`config.mk`:
```
export PLATFORM = sky130hd
export DESIGN_NAME = vga_timing_stream
export DESIGN_NICKNAME = d
export VERILOG_FILES = /design/src/rtl/video_timing_pkg.sv /design/src/rtl/pipe_delay.sv /design/src/rtl/vga_timing_stream.sv
export SDC_FILE = /design/constraint.sdc
export NUM_CORES = 1
export LEC_CHECK = 0
export CAP_MARGIN = 25
export CORE_MARGIN = 2
export CORE_UTILIZATION = 41
export DETAILED_ROUTE_END_ITERATION = 7
export DONT_BUFFER_PORTS = 1
export SYNTH_ARGS = -nofsm -noshare
export SYNTH_HDL_FRONTEND = slang
export SYNTH_SLANG_ARGS = --single-unit
```
`constraint.sdc`:
```
create_clock -name pixel_clk -period 4.7 [get_ports pixel_clk]
set_input_delay 0.705 -clock pixel_clk [delete_from_list [all_inputs] [get_ports pixel_clk]]
set_output_delay 0.705 -clock pixel_clk [all_outputs]
set_load 0.02 [all_outputs]
```
`src/rtl/video_timing_pkg.sv`:
```
// Shared types and helpers for the streaming VGA timing generator.
package video_timing_pkg;

  localparam int UNDERFLOW_CNT_W = 16;
  localparam int COORD_W = 12;

  typedef struct packed {
    logic               hs;
    logic               vs;
    logic               act;
    logic [COORD_W-1:0] x;
    logic [COORD_W-1:0] y;
    logic               sof;
    logic               starve;
  } timing_t;

  function automatic int htotal(int fp, int pulse, int bp, int disp);
    return fp + pulse + bp + disp;
  endfunction

  function automatic int vtotal(int fp, int pulse, int bp, int disp);
    return fp + pulse + bp + disp;
  endfunction

endpackage

```
`src/rtl/pipe_delay.sv`:
```
// N-stage register chain for any packed type; contents cleared to zero on reset.
module pipe_delay #(
  parameter type T = logic,
  parameter int  N = 1
) (
  input  logic clk_i,
  input  logic rst_i,
  input  T     d_i,
  output T     q_o
);

  T stage_q [N];

  always_ff @(posedge clk_i or posedge rst_i) begin
    if (rst_i) begin
      for (int i = 0; i < N; i++) stage_q[i] <= '0;
    end else begin
      stage_q[0] <= d_i;
      for (int i = 1; i < N; i++) stage_q[i] <= stage_q[i-1];
    end
  end

  assign q_o = stage_q[N-1];

endmodule

```
`src/rtl/vga_timing_stream.sv`:
```
// Programmable VGA timing that pops pixels ahead of the active region and re-aligns
// sync/blank with the returned data; outputs lag stage-0 counters by RD_LATENCY+1 cycles.
module vga_timing_stream import video_timing_pkg::*; #(
  parameter int HDISP      = 800,
  parameter int VDISP      = 480,
  parameter int HFP        = 40,
  parameter int HPULSE     = 48,
  parameter int HBP        = 40,
  parameter int VFP        = 13,
  parameter int VPULSE     = 3,
  parameter int VBP        = 29,
  parameter bit HS_POL     = 1'b0,
  parameter bit VS_POL     = 1'b0,
  parameter int RD_LATENCY = 1,
  parameter int RGB_W      = 24
) (
  input  logic                         pixel_clk,
  input  logic                         pixel_rst,
  input  logic                         start,
  output logic                         fifo_read,
  input  logic [RGB_W-1:0]             fifo_rdata,
  input  logic                         fifo_empty,
  output logic                         video_hs,
  output logic                         video_vs,
  output logic                         video_blank,
  output logic [RGB_W-1:0]             video_rgb,
  output logic [$clog2(HDISP)-1:0]     x,
  output logic [$clog2(VDISP)-1:0]     y,
  output logic                         sof,
  output logic                         underflow,
  output logic [UNDERFLOW_CNT_W-1:0]   underflow_cnt
);

  localparam int HTOTAL = htotal(HFP, HPULSE, HBP, HDISP);
  localparam int VTOTAL = vtotal(VFP, VPULSE, VBP, VDISP);
  localparam int HSTART = HFP + HPULSE + HBP;
  localparam int VSTART = VFP + VPULSE + VBP;
  localparam int HCW    = $clog2(HTOTAL);
  localparam int VCW    = $clog2(VTOTAL);
  localparam int XW     = $clog2(HDISP);
  localparam int YW     = $clog2(VDISP);

  typedef enum logic {IDLE, STREAM} state_e;

  state_e                       state_q, state_d;
  logic [HCW-1:0]               h_cnt_q, h_cnt_d;
  logic [VCW-1:0]               v_cnt_q, v_cnt_d;
  logic                         frame_end, act0, stream_dly;
  timing_t                      t0, t_dly;
  logic                         hs_q, vs_q, blank_q, sof_q, uf_q;
  logic [RGB_W-1:0]             rgb_q;
  logic [XW-1:0]                x_q;
  logic [YW-1:0]                y_q;
  logic [UNDERFLOW_CNT_W-1:0]   uf_cnt_q;
  logic                         unused_coord_hi;

  assign frame_end = (h_cnt_q == HCW'(HTOTAL-1)) && (v_cnt_q == VCW'(VTOTAL-1));

  always_comb begin
    h_cnt_d = h_cnt_q + 1'b1;
    v_cnt_d = v_cnt_q;
    if (h_cnt_q == HCW'(HTOTAL-1)) begin
      h_cnt_d = '0;
      v_cnt_d = (v_cnt_q == VCW'(VTOTAL-1)) ? '0 : v_cnt_q + 1'b1;
    end
  end

  always_ff @(posedge pixel_clk or posedge pixel_rst) begin
    if (pixel_rst) begin
      h_cnt_q <= '0;
      v_cnt_q <= '0;
    end else begin
      h_cnt_q <= h_cnt_d;
      v_cnt_q <= v_cnt_d;
    end
  end

  // Arming and disarming only take effect on the last cycle of a frame.
  always_comb begin
    state_d = state_q;
    case (state_q)
      IDLE:    if (frame_end && start)  state_d = STREAM;
      STREAM:  if (frame_end && !start) state_d = IDLE;
      default: state_d = IDLE;
    endcase
  end

  always_ff @(posedge pixel_clk or posedge pixel_rst) begin
    if (pixel_rst) state_q <= IDLE;
    else           state_q <= state_d;
  end

  assign act0      = (h_cnt_q >= HCW'(HSTART)) && (v_cnt_q >= VCW'(VSTART));
  assign fifo_read = act0 && (state_q == STREAM);

  always_comb begin
    t0        = '0;
    t0.hs     = (h_cnt_q >= HCW'(HFP)) && (h_cnt_q < HCW'(HFP + HPULSE));
    t0.vs     = (v_cnt_q >= VCW'(VFP)) && (v_cnt_q < VCW'(VFP + VPULSE));
    t0.act    = act0;
    t0.sof    = act0 && (h_cnt_q == HCW'(HSTART)) && (v_cnt_q == VCW'(VSTART));
    t0.starve = fifo_empty && fifo_read;
    if (act0) begin
      t0.x = COORD_W'(h_cnt_q - HCW'(HSTART));
      t0.y = COORD_W'(v_cnt_q - VCW'(VSTART));
    end
  end

  pipe_delay #(.T(timing_t), .N(RD_LATENCY)) u_timing_dly (
    .clk_i (pixel_clk),
    .rst_i (pixel_rst),
    .d_i   (t0),
    .q_o   (t_dly)
  );

  // Stream state at issue time travels separately so IDLE frames keep full timing.
  pipe_delay #(.T(logic), .N(RD_LATENCY)) u_stream_dly (
    .clk_i (pixel_clk),
    .rst_i (pixel_rst),
    .d_i   (state_q == STREAM),
    .q_o   (stream_dly)
  );

  assign unused_coord_hi = ^{t_dly.x[COORD_W-1:XW], t_dly.y[COORD_W-1:YW]};

  always_ff @(posedge pixel_clk or posedge pixel_rst) begin
    if (pixel_rst) begin
      hs_q     <= ~HS_POL;
      vs_q     <= ~VS_POL;
      blank_q  <= 1'b0;
      rgb_q    <= '0;
      x_q      <= '0;
      y_q      <= '0;
      sof_q    <= 1'b0;
      uf_q     <= 1'b0;
      uf_cnt_q <= '0;
    end else begin
      hs_q    <= t_dly.hs ? HS_POL : ~HS_POL;
      vs_q    <= t_dly.vs ? VS_POL : ~VS_POL;
      blank_q <= t_dly.act;
      rgb_q   <= (t_dly.act && stream_dly && !t_dly.starve) ? fifo_rdata : '0;
      x_q     <= t_dly.x[XW-1:0];
      y_q     <= t_dly.y[YW-1:0];
      sof_q   <= t_dly.sof;
      if (t_dly.starve) begin
        uf_q <= 1'b1;
        if (uf_cnt_q != '1) uf_cnt_q <= uf_cnt_q + 1'b1;
      end
    end
  end

  assign video_hs      = hs_q;
  assign video_vs      = vs_q;
  assign video_blank   = blank_q;
  assign video_rgb     = rgb_q;
  assign x             = x_q;
  assign y             = y_q;
  assign sof           = sof_q;
  assign underflow     = uf_q;
  assign underflow_cnt = uf_cnt_q;

endmodule

```
==> qor.txt <==
clock network power share - 37.8%
Syn. warnings - 0
synthesized flop and latch total - 110
CTS resizes - 0
Ant. Diodes - 0
Final Max Tran Viols - 0
Sequential Power Share - 60.8%
Clk pin slew, worst setup/hold paths - 0.10 ns
Initial Util - 42.4%
Hold Crit Class - in -> async
Num CTS Buffers - 9
gpl congestion - 0.844
die height - 107 um
final setup fails - 0
cts hold-fix bufs - 0
min cycle time layout - 3.19 ns
post-placement cell count - 479
Synth Cell Area - 4370 um2
maxcap violations - 0
post-synthesis sequential area ratio - 63.0%
run status - finished clean
Worst Skew - 0.0163 ns
Post-Syn Instances - 358
Detailed Place HPWL - 5510 um
first-pass GRT wire length - 13000 um
number of synthesized flops with an enable pin - 0
DRT Pass-1 Iters - 5
chip width - 107 um
root buf cell - clkbuf_8
DRT iter0 DRCs - 215
Ports - 93
Tot GR Track Use - 14.7%
Die ar. - 11500 um2
Post-Synthesis Net Count - 396
FMAX - 313 MHz
Syn Area/Cell - 12.2 um2
CP Capture Type - primary output
Synth cell types - 47
startpoint types - flop
final core utilization - 45.5%
Fin. Hold Viols - 0
setup TNS - 0 ns
wire length per cell - 16.1 um
worst slew pin tran - 0.733 ns
cell internal pwr - 1.23 mW
Fillers - 914
Final Cycle Share - 67.9%
htree depth - 3
Via Count - 2570
RSZ-0062 raised after global routing - false
R2R Setup Slk - 2.55 ns
Comb pwr share - 1.3%
area growth from synthesis to layout - 7.44%
CTS tree - built
Routed Antenna Nets - 0
fin cells - 497
initial antenna violation count - 0
Core ar. - 10300 um2
Worst VDD drop - 0.135 mV
CP max FO - 17
largest net degree at the start of global routing - 81
postcts setup bufs - 0
Sw Pwr - 0.327 mW
relative slew slack - 51.2%
# clock sinks - 110
GRT overflow - 0
Leakage Power - 2.32 nW
vias in the first global route - 2495
Pwr per Cell Area - 331 nW/um2
final wirelength - 7980 um
Critical Path AT - 2.49 ns
DRC viols - 0
layout cell share with drive strength beyond 1 - 8.03%
Most used DFF post-synth - dfrtp_1
vias per cell - 5.17
ys async rst share - 100%
worst endpoint required time - 3.99 ns
input/output buffers - 0
clk buf depth - 2
path type of the worst setup path - reg -> out
clock insertion delay at the later pin of the skew report - 0.37 ns
switching part of the total power - 21.0%
Row Count - 37
Nets - 394
synth_stat cells (8+ instances only):
library cell  count  area [um2]
xnor2_1          11        96.3
nor3_1           10        50.1
inv_1            16        60.1
nand3_1          15        75.1
xor2_1           19         166
nand2_1          12        45.0
ha_1             10         125
and2_1           32         200
buf_2             8        40.0
nor2_1           31         116
dfrtp_1         108        2700
nand4_1          13        81.3
placed cells by master, fill, tap and decap left out, types with 3 or more instances in the layout:
master,instances
xor2_1,19
mux2i_1,4
and3_1,4
nand3_1,15
clkbuf_8,11
and4_1,6
nor4_1,4
xnor2_1,11
a311oi_1,3
nand4_1,13
dfrtp_1,108
o21ai_0,5
nor2_1,31
a21oi_1,6
nor3_1,10
a31oi_1,3
and2_1,32
inv_1,15
ha_1,10
nand2_1,12
sequential cells by signal (all words and copies together) (netlist names), named ones only:
name	count
u_timing_dly.q_o	24
video_hs	1
x	10
y	9
underflow_cnt	16
video_blank	1
u_stream_dly.q_o	1
underflow	1
h_cnt_q	10
video_vs	1
video_rgb	24
sof	1
v_cnt_q	10
cells by family (layout without fill, tap and decap cells):
family / count (synthesis) / count (layout) / share of synthesized area [%]
and+or+nand+nor: 142 / 142 / 18.3
AOI/OAI and AO/OA: 27 / 27 / 4.63
buffers and inverters: 33 / 36 / 3.75
muxes: 6 / 6 / 1.43
DFF: 110 / 110 / 63.0
adders and majority gates: 10 / 10 / 2.86
xor gates and xnor gates: 30 / 30 / 6.01
worst max-delay path, cell delays in order (launching register included):
cell	delay [ns]
dfrtp_1	0.49
or3_1	0.44
nor2_1	0.11
a32o_1	0.66
inv_2	0.14
and2_1	0.29
path summary, 6_finish.rpt:
kind                                       from                   end  cells after the start
hold / removal                        pixel_rst                  y[5]                      1
setup / recovery                     v_cnt_q[6]             fifo_read                      5
min in group pixel_clk     u_timing_dly.q_o[18]                  x[4]                      0
max in group asynchronous             pixel_rst          video_rgb[0]                      3
setup reg to reg                     v_cnt_q[6]  u_timing_dly.q_o[18]                      5
hold reg to reg            u_timing_dly.q_o[18]                  x[4]                      0
power by group through the flow:
stage	Sequential (mW)	Clock [mW]	Combinational (mW)
floorplan	0.964	0	0.0139
global placement	0.964	0	0.0193
detailed placement	0.964	0	0.0199
CTS	0.946	0.610	0.0198
global route	0.946	0.644	0.0255
finish	0.946	0.588	0.0210
stage by stage:
stage	hold WS, ns	power (mW)	area (um2)	setup slack, ns
2_1_floorplan	0.331	0.978	4370	1.10
3_3_place_gp	0.335	0.984	4450	1.95
3_5_place_dp	0.335	0.984	4450	1.92
4_1_cts	0.347	1.58	4660	1.47
5_1_grt	0.0421	1.62	4700	1.29
6_report	0.0594	1.55	4700	1.51
cell type report:
cell class	instances	area [um2]	share of cell area, %
Clock buffer	12	155	3.30
Multi-Input combinational cell	215	1460	31.0
Sequential cell	110	2760	58.6
Timing Repair Buffer	3	42.5	0.905
Inverter	17	66.3	1.41
Clock inverter	4	55.1	1.17
Tap cell	136	170	3.62
per-layer routing:
layer | vias up | GRT usage [%] | part of all wire, %
met3 | 6 | 4.72 | 7.4
met5 | - | 0 | 0
li1 | 1196 | - | -
met2 | 83 | 22.1 | 47
met4 | 0 | 6.12 | 1.4
met1 | 1285 | 19.6 | 44
Power figures use the tool's default switching activity.
